===== src/rtl/result_bus_arbiter_pkg.sv =====
// result_bus_arbiter_pkg: shared result-bus types and round-robin helper
package result_bus_arbiter_pkg;
  localparam int RS_ID_W = 5;
  typedef struct packed {
    logic [0:3] cr0;
    logic       so;
    logic       ov;
    logic       ca;
  } cond_exception_t;
  typedef struct packed {
    logic [0:RS_ID_W-1] rs_id;
    logic [0:4]         reg_addr;
    logic [0:31]        result;
    cond_exception_t    cr0_xer;
  } result_bus_t;
  function automatic int rr_next(input int idx, input int n);
    return (idx + 1) % n;
  endfunction
endpackage


===== src/rtl/result_bus_arbiter_rr.sv =====
// rr_arbiter: round-robin grant over req, priority pointer moves past the winner on advance
module rr_arbiter
  import result_bus_arbiter_pkg::*;
#(
  parameter int N = 4
) (
  input  logic                 clk,
  input  logic                 rst,
  input  logic [0:N-1]         req,
  input  logic                 advance,
  output logic [0:N-1]         grant,
  output logic [$clog2(N)-1:0] grant_idx
);
  localparam int IW = $clog2(N);
  logic [IW-1:0] ptr;
  // scan from the farthest offset down so the nearest requester to ptr wins
  always_comb begin
    grant = '0;
    grant_idx = '0;
    for (int k = N - 1; k >= 0; k--)
      if (req[(int'(ptr) + k) % N]) grant_idx = IW'((int'(ptr) + k) % N);
    grant[grant_idx] = |req;
  end
  always_ff @(posedge clk or negedge rst)
    if (!rst) ptr <= '0;
    else if (advance) ptr <= IW'(rr_next(int'(grant_idx), N));
endmodule


===== src/rtl/result_bus_arbiter.sv =====
// result_bus_arbiter: round-robin collection of unit results onto one registered result bus
module result_bus_arbiter
  import result_bus_arbiter_pkg::*;
#(
  parameter int UNITS       = 4,
  parameter int RS_ID_WIDTH = RS_ID_W
) (
  input  logic                               clk,
  input  logic                               rst,
  input  logic [0:UNITS-1]                   in_valid,
  output logic [0:UNITS-1]                   in_ready,
  input  logic [0:UNITS-1][0:RS_ID_WIDTH-1]  in_rs_id,
  input  logic [0:UNITS-1][0:4]              in_reg_addr,
  input  logic [0:UNITS-1][0:31]             in_result,
  input  cond_exception_t [0:UNITS-1]        in_cr0_xer,
  output logic                               out_valid,
  input  logic                               out_ready,
  output logic [0:RS_ID_WIDTH-1]             out_rs_id,
  output logic [0:4]                         out_reg_addr,
  output logic [0:31]                        out_result,
  output cond_exception_t                    out_cr0_xer,
  output logic [$clog2(UNITS)-1:0]           out_unit
);
  logic [0:UNITS-1]         grant;
  logic [$clog2(UNITS)-1:0] grant_idx;
  logic                     can_load;
  logic                     load;
  result_bus_t              bus;
  // rst gates readiness so nothing is accepted while reset is held
  assign can_load = rst && (!out_valid || out_ready);
  assign in_ready = can_load ? grant : '0;
  assign load     = |(in_valid & in_ready);
  rr_arbiter #(.N(UNITS)) u_rr (
    .clk       (clk),
    .rst       (rst),
    .req       (in_valid),
    .advance   (load),
    .grant     (grant),
    .grant_idx (grant_idx)
  );
  always_ff @(posedge clk or negedge rst)
    if (!rst) begin
      out_valid <= 1'b0;
      out_unit  <= '0;
      bus       <= '0;
    end else if (load) begin
      out_valid <= 1'b1;
      out_unit  <= grant_idx;
      bus       <= '{rs_id:    in_rs_id[grant_idx],
                     reg_addr: in_reg_addr[grant_idx],
                     result:   in_result[grant_idx],
                     cr0_xer:  in_cr0_xer[grant_idx]};
    end else if (out_ready) begin
      out_valid <= 1'b0;
    end
  assign out_rs_id    = bus.rs_id;
  assign out_reg_addr = bus.reg_addr;
  assign out_result   = bus.result;
  assign out_cr0_xer  = bus.cr0_xer;
endmodule

===== config.mk =====
export PLATFORM = sky130hd
export DESIGN_NAME = result_bus_arbiter
export DESIGN_NICKNAME = d
export VERILOG_FILES = /design/src/rtl/result_bus_arbiter_pkg.sv /design/src/rtl/result_bus_arbiter_rr.sv /design/src/rtl/result_bus_arbiter.sv
export SDC_FILE = /design/constraint.sdc
export NUM_CORES = 1
export LEC_CHECK = 0
export ABC_AREA = 1
export CORE_ASPECT_RATIO = 1.75
export CORE_UTILIZATION = 23
export CTS_CLUSTER_SIZE = 10
export DETAILED_ROUTE_END_ITERATION = 8
export HOLD_SLACK_MARGIN = 0.08
export PLACE_DENSITY = 0.62
export SETUP_SLACK_MARGIN = 0.2
export SYNTH_ARGS = -nofsm -noshare
export SYNTH_HDL_FRONTEND = slang
export SYNTH_HIERARCHICAL = 1
export SYNTH_SLANG_ARGS = --single-unit

===== constraint.sdc =====
create_clock -name clk -period 2.2 [get_ports clk]
set_input_delay 0.33 -clock clk [delete_from_list [all_inputs] [get_ports clk]]
set_output_delay 0.33 -clock clk [all_outputs]
set_load 0.03 [all_outputs]

==> load_flow_metrics.sql, run 1 <==
INSERT INTO impl_metrics (metric_group, metric, value, unit) VALUES
('clocking', 'cts_max_level', '2', ''),
('logic_synthesis', 'post_synth_inst_count', '627', ''),
('route', 'dr.pass1.iters', '4', ''),
('placed_design', 'detailed_place.area', '0.00697', 'mm²'),
('route', 'drt-total-wl', '20900', 'µm'),
('clocking', 'root_buffer', 'clkbuf_16', ''),
('logic_synthesis', 'yosysWarnings', '6', ''),
('placed_design', 'dpl.hpwl', '12600', 'µm'),
('clocking', 'cts.hold.buffers_added', '0', ''),
('placed_design', 'gp_congestion', '0.892', ''),
('pwr', 'power_switching_share', '49.3', '%'),
('setup_path', 'reg2reg_setup_slack', '-0.23', 'ns'),
('route', 'vias', '5405', ''),
('layout', 'layout_common_cells', 'clkdlybuf4s50_1, nor2_1, o21ai_1', ''),
('status', 'violations', 'negative setup slack', ''),
('global_route', 'number_of_antenna_violations_at_the_first_check_in_global_routing', '0', ''),
('layout', 'layout_commonest_cell', 'clkdlybuf4s50_1', ''),
('route', 'drt-initial-drc-count', '125', ''),
('layout', 'final_net_count', '1139', ''),
('global_route', 'grt_overflow_total', '0', ''),
('floorplan', 'core-area', '0.0170', 'mm²'),
('floorplan', 'dieWidth', '102', 'µm'),
('logic_synthesis', 'ys_types', '24', ''),
('timing', 'timing.final.max_slew_violations', '0', ''),
('global_route', 'grt_first_pass_wirelength', '30400', 'µm'),
('timing', 'finalSetupViolations', '58', ''),
('layout', 'area.sequential', '0.00135', 'mm²'),
('clocking', 'clock_path_buffers', '2', ''),
('setup_path', 'cp-start-kind', 'flip-flop', ''),
('pwr', 'internal-power', '8.90', 'mW'),
('setup_path', 'rr_worst_depth', '21', ''),
('layout', 'fillCellCount', '1672', ''),
('pwr', 'max-vdd-ir-drop', '932', 'µV'),
('route', 'routed_wire_length_per_instance', '18.0', 'µm'),
('pwr', 'power.share.combinational', '84.7', '%'),
('floorplan', 'die_area', '0.0180', 'mm²'),
('placed_design', 'port_buffers', '258', ''),
('clocking', 'cts_tree', 'yes', ''),
('layout', 'final-instance-count-excl-fill', '1164', ''),
('pwr', 'power_leakage', '3.70', 'nW'),
('pwr', 'p_seq_share', '10.6', '%'),
('timing', 'grt_setup_unrepaired', 'true', ''),
('setup_path', 'critPathCaptureType', 'flip-flop', ''),
('global_route', 'grt_util_all_layers', '23.1', '%'),
('setup_path', 'critical_path.max_stage_delay', '0.44', 'ns'),
('global_route', 'grt_max_degree', '45', ''),
('layout', 'post_route_cells_drive_above_1_share', '24.3', '%'),
('status', 'run_status', 'finished with violations', ''),
('clocking', 'numCtsBuffers', '5', ''),
('setup_path', 'worstPathMaxFanout', '6', ''),
('clocking', 'clkLatencyLatePin', '0.29', 'ns'),
('pwr', 'net_switching_power', '8.65', 'mW'),
('route', 'routed_via_density', '4.64', ''),
('pwr', 'powerDensity', '2050', 'mW/mm²'),
('setup_path', 'critPathArrivalTime', '2.67', 'ns'),
('min_path', 'hold_path.class', 'input pin to async pin', ''),
('placed_design', 'numPlacedInstances', '1099', ''),
('timing', 'hold-worst-slack', '0.0940', 'ns'),
('timing', 'worst_pin_slew', '0.535', 'ns'),
('setup_path', 'cp_slowest_cell', 'dfrtp_2', ''),
('setup_path', 'timing.rr.start', 'u_rr/ptr[0]', ''),
('timing', 'maxClockFrequency', '0.411', 'GHz'),
('timing', 'setup_slack', '-0.235', 'ns'),
('floorplan', 'io_pins', '259', ''),
('setup_path', 'crit_start', 'u_rr/ptr[0]', ''),
('floorplan', 'initial_utilization', '23.5', '%'),
('floorplan', 'die_height', '177', 'µm'),
('layout', 'multiInputGateArea', '0.00272', 'mm²'),
('layout', 'antenna-diode-count', '0', ''),
('route', 'ant_nets', '0', ''),
('global_route', 'first_global_vias', '5387', '');
[through the flow]
stage	worst slack [ns]	TNS, ns	total power [mW]
after floorplan	0.136	0	8.51
after global placement	-0.657	-28.21	12.0
after detailed placement	-0.709	-30.92	12.0
after CTS	-0.159	-3.79	17.0
after global routing	-0.315	-13.57	18.8
final	-0.235	-8.67	17.6
[flip-flops by register name (all words and copies together) (netlist names)]
register      count
out_cr0_xer       7
out_reg_addr      5
out_result       32
out_rs_id         5
out_unit          2
out_valid         1
u_rr/ptr          2
[cell type report]
cell class	count	share of cell area, %
repair buffers	346	46.1
multi-input cells	510	31.8
flip-flops and latches	54	15.8
well taps	227	3.32
clock buffers	7	1.67
inverters	19	1.33
clock inverters	1	0.0584
[worst max-delay path, delay by kind of cell, from the launching register on]
family        cells  cell delay (ns)
simple gates     12             1.06
buf+inv           9             0.88
flops             1             0.44
[worst max-delay path by stage]
stage | to | depth (start not counted)
6_report | out_result[29] | 21
5_1_grt | out_result[13] | 20
4_1_cts | in_ready[3] | 16
3_5_place_dp | u_rr/ptr[1] | 18
3_3_place_gp | u_rr/ptr[1] | 18
2_1_floorplan | u_rr/ptr[1] | 19
[kinds of logic after synthesis]
family / share of synthesized area (%)
AOI/OAI and AO/OA: 25.5
DFF: 33.7
and+or+nand+nor: 31.1
buffers and inverters: 9.75
[power by group through the flow]
| stage | sequential, mW | clock, mW | combinational [mW] |
|---|---|---|---|
| finish | 1.86 | 0.814 | 14.9 |
| floorplan | 2.66 | 0 | 5.85 |
| detailed placement | 1.79 | 0 | 10.3 |
| global placement | 1.79 | 0 | 10.2 |
| global route | 1.92 | 0.872 | 16.0 |
| CTS | 1.84 | 0.831 | 14.3 |
[timing repair]
item | CTS | global route
pin swaps | 37 | 15
endpoints found under the setup margin | 58 | 58
cloned | 19 | 0
buffers inserted | 33 | 6
gates resized for setup | 169 | 72
hold endpoints to repair | 0 | 0
[cell usage after synthesis]
master	count	area share (%)
or2_2	1	0.16
nand2_4	3	0.84
buf_6	12	3.4
buf_2	14	1.7
inv_1	12	1.1
nand4_1	4	0.62
o21ai_2	1	0.22
inv_4	1	0.16
nor2_1	151	14
nor2_8	1	0.50
inv_8	1	0.28
nand2_1	125	12
nand3_2	3	0.75
clkbuf_2	8	1.0
dfrtp_1	54	34
nand3_1	6	0.75
nor4_1	1	0.16
o21ai_1	62	7.7
nand2_2	9	1.4
inv_2	5	0.47
o21ai_0	139	17
a21oi_1	1	0.12
buf_4	4	0.75
clkbuf_1	9	0.84
[metal layers]
| layer | global-route usage, % | part of all wire, % |
|---|---|---|
| met5 | 0 | 0 |
| met4 | 9.24 | 3.6 |
| met2 | 43.6 | 57 |
| met1 | 25.4 | 36 |
| met3 | 2.57 | 3.7 |
(Power assumes the default switching activity.)
==> inputs of run 2 (changes only) <==
--- a/config.mk
+++ b/config.mk
@@ -10,6 +10,7 @@
 export CORE_UTILIZATION = 23
 export CTS_CLUSTER_SIZE = 10
 export DETAILED_ROUTE_END_ITERATION = 8
+export GPL_ROUTABILITY_DRIVEN = 0
 export HOLD_SLACK_MARGIN = 0.08
 export PLACE_DENSITY = 0.62
 export SETUP_SLACK_MARGIN = 0.2
==> run 2 against run 1 <==
Combinational power is 5% higher. The flow still finishes with violations (negative setup slack). Worst hold slack got worse by 0.00061 ns. First-iteration DRC count grew 24%. Setup slack improved by 0.078 ns. Final area is 0.83% lower. Sequential cell count stayed put.
==> load_flow_metrics.sql, run 2 (synthesis gave the netlist of run 1 again) <==
INSERT INTO impl_metrics (metric_group, metric, value, unit) VALUES
('status', 'run_status', 'finished with violations', ''),
('status', 'violations', 'negative setup slack', ''),
('floorplan', 'core-area', '0.0170', 'mm²'),
('global_route', 'number_of_antenna_violations_at_the_first_check_in_global_routing', '0', ''),
('placed_design', 'numPlacedInstances', '1108', ''),
('layout', 'final_core_util', '49.9', '%'),
('global_route', 'grt_max_degree', '61', ''),
('global_route', 'first_global_vias', '5074', ''),
('route', 'dr.pass1.iters', '4', ''),
('layout', 'antenna-diode-count', '0', ''),
('timing', 'timing.final.max_slew_violations', '0', ''),
('placed_design', 'port_buffers', '258', ''),
('timing', 'finalSetupViolations', '56', ''),
('floorplan', 'initial_utilization', '23.5', '%'),
('clocking', 'numClockSinks', '54', ''),
('timing', 'grt_setup_unrepaired', 'true', ''),
('setup_path', 'critPathArrivalTime', '2.03', 'ns'),
('setup_path', 'critical_path_data_required_time', '1.87', 'ns'),
('floorplan', 'row_cnt', '63', ''),
('clocking', 'cts_max_level', '2', ''),
('setup_path', 'worstPathMaxFanout', '5', ''),
('flow_run', 'timing.max_cap.violations', '0', ''),
('layout', 'final-instance-count-excl-fill', '1155', ''),
('pwr', 'powerDensity', '2140', 'mW/mm²'),
('timing', 'relSlewSlack', '65.8', '%'),
('timing', 'final.period_utilization', '107', '%'),
('timing', 'maxClockFrequency', '0.424', 'GHz'),
('layout', 'final_net_count', '1130', ''),
('route', 'drt-initial-drc-count', '155', ''),
('timing', 'final.min_clock_period', '2.36', 'ns'),
('placed_design', 'dpl.hpwl', '13100', 'µm'),
('floorplan', 'die_area', '0.0180', 'mm²'),
('layout', 'layout_common_cells', 'clkdlybuf4s50_1, nor2_1, nand2_1, o21ai_1', ''),
('layout', 'area_growth', '112', '%'),
('layout', 'layout_commonest_cell', 'clkdlybuf4s50_1', ''),
('clocking', 'cts_tree', 'yes', ''),
('global_route', 'grt_overflow_total', '0', ''),
('layout', 'post_route_cells_drive_above_1_share', '24.7', '%'),
('clocking', 'clock_path_buffers', '2', ''),
('min_path', 'hold_path.class', 'input pin to async pin', ''),
('setup_path', 'critPathCaptureType', 'output port', ''),
('pwr', 'total_power', '18.2', 'mW'),
('global_route', 'grt_util_all_layers', '20.3', '%'),
('setup_path', 'cp-start-kind', 'flip-flop', ''),
('clocking', 'clkLatencyLatePin', '0.29', 'ns'),
('route', 'vias', '5406', ''),
('setup_path', 'startpoint_to_endpoint_class_of_the_critical_path', 'flip-flop to output port', ''),
('route', 'routed_wire_length_per_instance', '17.8', 'µm'),
('route', 'ant_nets', '0', ''),
('timing', 'worst_pin_slew', '0.513', 'ns'),
('clocking', 'root_buffer', 'clkbuf_16', ''),
('pwr', 'power_leakage', '3.63', 'nW'),
('timing', 'final_hold_viol_count', '0', ''),
('timing', 'skew', '0.00597', 'ns'),
('layout', 'fillCellCount', '1668', ''),
('pwr', 'max-vdd-ir-drop', '913', 'µV'),
('clocking', 'numCtsBuffers', '5', ''),
('global_route', 'grt_first_pass_wirelength', '27300', 'µm'),
('layout', 'largest_reg_flops', '32', ''),
('timing', 'setup_slack', '-0.156', 'ns'),
('clocking', 'clkSlewWorstSetupHoldPaths', '0.07', 'ns'),
('floorplan', 'die_height', '177', 'µm'),
('floorplan', 'io_pins', '259', ''),
('route', 'remaining_drc_errors', '0', ''),
('route', 'routed_via_density', '4.68', ''),
('route', 'drt-total-wl', '20500', 'µm'),
('floorplan', 'dieWidth', '102', 'µm');
## run 2: cell types whose count changed in the layout (fill, tap and decap cells not counted), sizes merged
| cell | previous run | this run |
|---|---|---|
| buf | 91 | 72 |
| clkbuf | 7 | 18 |
| bufbuf | 2 | 1 |
| dlymetal6s2s | 3 | 0 |
| dlygate4sd2 | 1 | 4 |
## run 2: metrics by stage
stage	hold slack [ns]	cell area (µm²)	setup slack (ns)	TNS (ns)
6_report	0.0934	8490	-0.156	-4.37
5_1_grt	0.112	8490	-0.255	-10.61
4_1_cts	0.0876	7680	-0.133	-2.39
3_5_place_dp	0.403	7070	-0.727	-30.39
3_3_place_gp	0.409	7070	-0.665	-27.06
2_1_floorplan	0.0344	4050	0.136	0
## run 2: critical path, stage by stage, from the launching register on
cell and delay, ns:
dfrtp_2 0.45, buf_12 0.16, clkinv_8 0.08, nand2_8 0.06, nand3_2 0.07, nand2_1 0.08, inv_2 0.11, nand2_2 0.06
nand2_2 0.07, nand2_4 0.08, inv_4 0.08, nand2_4 0.05, inv_2 0.06, buf_6 0.09, inv_2 0.03, nor2_2 0.08
buf_6 0.14
## run 2: path summary, 6_finish.rpt
kind                                  end  cells after the start  slack (ns)           start
min in group clk           out_result[18]                      2        0.48  out_result[18]
max reg2reg                out_result[19]                     18       -0.14     u_rr/ptr[0]
min reg2reg                out_result[18]                      2        0.48  out_result[18]
max in group asynchronous     u_rr/ptr[0]                      2        1.62             rst
min                           u_rr/ptr[1]                      2        0.09             rst
max                           in_ready[3]                     16       -0.16     u_rr/ptr[0]
## run 2: repair_timing
action | in CTS | in global routing
cloned | 8 | 12
pin swaps | 11 | 35
hold buffers | 0 | 0
hold endpoints to repair | 0 | 0
setup buffers | 16 | 3
endpoints found under the setup margin | 58 | 58
resized for setup | 76 | 207
## run 2: final cells by class
cell class	instances	area (µm²)	share of cell area, %
clock buffers	7	143	1.68
clock inverters	1	5.00	0.0589
inverters	19	101	1.19
multi-input cells	510	2820	33.1
flip-flops and latches	54	1350	15.9
well taps	227	284	3.34
repair buffers	337	3790	44.6
## run 2: routing by layer
layer | vias up | routed length (µm) | track usage [%]
met3 | 42 | 813 | 2.65
met5 | - | 0 | 0
met2 | 181 | 11500 | 39.1
met4 | 0 | 729 | 7.00
met1 | 2511 | 7440 | 21.9
li1 | 2672 | - | -
## run 2: power breakdown
part           internal, mW  switching [mW]
Sequential             1.52           0.295
Combinational          7.18            8.37
Clock                 0.452           0.344
==> inputs of run 3 (changes only) <==
--- a/config.mk
+++ b/config.mk
@@ -12,7 +12,7 @@
 export DETAILED_ROUTE_END_ITERATION = 8
 export GPL_ROUTABILITY_DRIVEN = 0
 export HOLD_SLACK_MARGIN = 0.08
-export PLACE_DENSITY = 0.62
+export PLACE_DENSITY = 0.64
 export SETUP_SLACK_MARGIN = 0.2
 export SYNTH_ARGS = -nofsm -noshare
 export SYNTH_HDL_FRONTEND = slang
==> run 3 against run 2 <==
Setup slack worse by 0.067 ns. Largest cell class unchanged. Clock-buffer cell count stayed put. Die area stayed put. Core utilization is 4.9 points lower. Register-to-register slack worse by 0.02 ns. The flow still finishes with violations (negative setup slack). Non-clock buffer count is 16 lower. Sequential power hardly changed. Final cell count is 1.6% lower. First-iteration DRC count is 15% higher. Highest routed layer unchanged. Clock power is 4.0% lower. Critical path depth is 3 lower.
==> load_flow_metrics.sql, run 3 (synthesis gave the netlist of run 1 again) <==
INSERT INTO impl_metrics (metric_group, metric, value, unit) VALUES
('status', 'run_status', 'finished with violations', ''),
('status', 'violations', 'negative setup slack', ''),
('pwr', 'power_switching_share', '50.2', '%'),
('global_route', 'grt_first_pass_wirelength', '26800', 'µm'),
('pwr', 'max-vdd-ir-drop', '769', 'µV'),
('global_route', 'first_global_vias', '5036', ''),
('layout', 'final_net_count', '1111', ''),
('setup_path', 'cp-start-kind', 'flip-flop', ''),
('timing', 'final_hold_viol_count', '0', ''),
('placed_design', 'preCtsSetupSlack', '-0.380', 'ns'),
('setup_path', 'timing.critical_path.depth', '13', ''),
('setup_path', 'cp_slowest_cell', 'dfrtp_2', ''),
('layout', 'final_core_util', '45.0', '%'),
('setup_path', 'critical_path.cell_chain', 'buf_12 -> o21ai_2 -> nand2_2 -> nand3_2 -> nand2_2 -> nand2_2 -> nand2_4 -> inv_4 -> nand2_4 -> inv_2 -> inv_1 -> nor2_1 -> buf_4', ''),
('timing', 'finalSetupViolations', '57', ''),
('setup_path', 'timing.rr.start', 'u_rr/ptr[0]', ''),
('route', 'routed_via_density', '4.57', ''),
('timing', 'hold-worst-slack', '0.136', 'ns'),
('setup_path', 'critical_path.max_stage_delay', '0.44', 'ns'),
('global_route', 'number_of_antenna_violations_at_the_first_check_in_global_routing', '1', ''),
('setup_path', 'timing.rr.end', 'out_result[0]', ''),
('layout', 'largest_reg_flops', '32', ''),
('clocking', 'numCtsBuffers', '5', ''),
('floorplan', 'die_height', '177', 'µm'),
('route', 'dr.pass1.iters', '6', ''),
('pwr', 'powerDensity', '1920', 'mW/mm²'),
('clocking', 'cts_tree', 'yes', ''),
('setup_path', 'critPathCaptureType', 'output port', ''),
('timing', 'worst_pin_slew', '0.418', 'ns'),
('pwr', 'p_seq_share', '12.3', '%'),
('route', 'vias', '5191', ''),
('layout', 'fillCellCount', '1760', ''),
('floorplan', 'row_cnt', '63', ''),
('pwr', 'pwr-share-clk', '5.2', '%'),
('setup_path', 'crit_path_max_delay_family', 'simple AND/OR/NAND/NOR gates', ''),
('pwr', 'internal-power', '7.31', 'mW'),
('setup_path', 'crit_start', 'u_rr/ptr[0]', ''),
('pwr', 'net_switching_power', '7.37', 'mW'),
('placed_design', 'numPlacedInstances', '1116', ''),
('timing', 'setup_slack', '-0.223', 'ns'),
('clocking', 'clkLatencyLatePin', '0.29', 'ns'),
('setup_path', 'critPathArrivalTime', '2.09', 'ns'),
('setup_path', 'worstPathMaxFanout', '5', ''),
('timing', 'grt_setup_unrepaired', 'true', ''),
('layout', 'layout_common_cells', 'clkdlybuf4s50_1, nor2_1, o21ai_0', ''),
('floorplan', 'die_area', '0.0180', 'mm²'),
('route', 'ant_nets', '0', ''),
('clocking', 'root_buffer', 'clkbuf_16', ''),
('setup_path', 'critical_path_data_required_time', '1.87', 'ns'),
('timing', 'maxClockFrequency', '0.413', 'GHz'),
('clocking', 'clock_path_buffers', '2', ''),
('layout', 'layout_commonest_cell', 'clkdlybuf4s50_1', ''),
('placed_design', 'port_buffers', '258', ''),
('timing', 'skew', '0.00344', 'ns'),
('global_route', 'grt_max_degree', '54', ''),
('clocking', 'clkSlewWorstSetupHoldPaths', '0.07', 'ns'),
('setup_path', 'startpoint_to_endpoint_class_of_the_critical_path', 'flip-flop to output port', ''),
('flow_run', 'timing.max_cap.violations', '0', ''),
('setup_path', 'critical_path.n_buffers_inverters', '5', ''),
('layout', 'area_growth', '91.2', '%'),
('setup_path', 'rr_worst_depth', '17', ''),
('setup_path', 'path_common_cell', 'nand2_2', ''),
('floorplan', 'initial_utilization', '23.5', '%'),
('timing', 'relSlewSlack', '72.1', '%'),
('timing', 'final.period_utilization', '110', '%'),
('route', 'drt-initial-drc-count', '178', ''),
('layout', 'final-instance-count-excl-fill', '1136', ''),
('pwr', 'power_leakage', '3.37', 'nW'),
('global_route', 'grt_overflow_total', '0', ''),
('global_route', 'grt_util_all_layers', '19.8', '%'),
('clocking', 'cts_max_level', '2', ''),
('floorplan', 'core-area', '0.0170', 'mm²'),
('route', 'drt-total-wl', '18300', 'µm'),
('route', 'routed_wire_length_per_instance', '16.1', 'µm'),
('pwr', 'power.share.combinational', '82.4', '%'),
('floorplan', 'dieWidth', '102', 'µm'),
('setup_path', 'reg2reg_setup_slack', '-0.16', 'ns'),
('clocking', 'numClockSinks', '54', ''),
('floorplan', 'io_pins', '259', ''),
('timing', 'final.min_clock_period', '2.42', 'ns'),
('min_path', 'hold_path.class', 'input pin to async pin', ''),
('layout', 'post_route_cells_drive_above_1_share', '14.9', '%'),
('timing', 'timing.final.max_slew_violations', '0', ''),
('route', 'remaining_drc_errors', '0', ''),
('placed_design', 'dpl.hpwl', '13500', 'µm');
## run 3: changes by cell type in the layout (fill, tap and decap cells not counted), moves of 15 or more
cell and change:
buf_4 +15, buf_6 -16, nor2_1 +20, nor2_2 -15
o21ai_0 +99, o21ai_1 -43, o21ai_2 -50
## run 3: per-layer routing
| metal | global-route usage [%] | vias to the layer above | part of all wire, % |
|---|---|---|---|
| li1 | - | 2620 | - |
| met1 | 21.9 | 2366 | 37 |
| met2 | 37.0 | 170 | 56 |
| met3 | 2.38 | 35 | 3.8 |
| met4 | 8.39 | 0 | 3.5 |
| met5 | 0 | - | 0 |
## run 3: worst register-to-register path, stage by stage, from the launching register on
cell and delay [ns]:
dfrtp_2 0.44, buf_12 0.15, o21ai_2 0.18, nand2_2 0.11, nand3_2 0.10, nand2_2 0.06, nand2_2 0.08, nand2_4 0.09
inv_4 0.11, nand2_4 0.06, inv_2 0.05, nand4_1 0.13, nand2_4 0.16, nor2_8 0.07, buf_12 0.15, clkbuf_16 0.17
nand2_1 0.06, nand2_1 0.05
## run 3: area by class of cell
| type | count | area, µm² | area share, % |
|---|---|---|---|
| repair buffers | 321 | 3360 | 43.9 |
| inverters | 19 | 93.8 | 1.23 |
| well taps | 227 | 284 | 3.71 |
| diodes | 1 | 2.50 | 0.0327 |
| multi-input cells | 507 | 2430 | 31.8 |
| flip-flops and latches | 54 | 1350 | 17.7 |
| clock buffers | 7 | 133 | 1.73 |
## run 3: worst max-delay path by stage
stage          slack, ns       endpoint
2_1_floorplan       0.14    u_rr/ptr[1]
3_3_place_gp       -0.38  out_result[1]
3_5_place_dp       -0.38   out_rs_id[3]
4_1_cts            -0.11    in_ready[2]
5_1_grt            -0.30   out_rs_id[4]
6_report           -0.22    in_ready[3]
## run 3: power by group through the flow
stage / Combinational (mW) / Sequential (mW) / Clock [mW]
floorplan: 5.85 / 2.66 / 0
global placement: 10.7 / 1.79 / 0
detailed placement: 10.8 / 1.80 / 0
CTS: 11.7 / 1.80 / 0.788
global route: 13.3 / 1.87 / 0.822
finish: 12.1 / 1.81 / 0.764
## run 3: timing repair
| action | in CTS | in global routing |
|---|---|---|
| resized for setup | 30 | 30 |
| hold endpoints to repair | 0 | 0 |
| pin swaps | 7 | 13 |
| hold buffers | 0 | 0 |
| endpoints found under the setup margin | 58 | 58 |
| setup buffers | 5 | 0 |
| cloned | 3 | 4 |
## run 3: metrics by stage
| step | cell area (µm²) | TNS (ns) | power (mW) |
|---|---|---|---|
| 2_1_floorplan | 4050 | 0 | 8.51 |
| 3_3_place_gp | 7130 | -19.39 | 12.5 |
| 3_5_place_dp | 7130 | -19.92 | 12.6 |
| 4_1_cts | 7470 | -2.29 | 14.3 |
| 5_1_grt | 7660 | -15.33 | 16.0 |
| 6_report | 7660 | -6.81 | 14.7 |
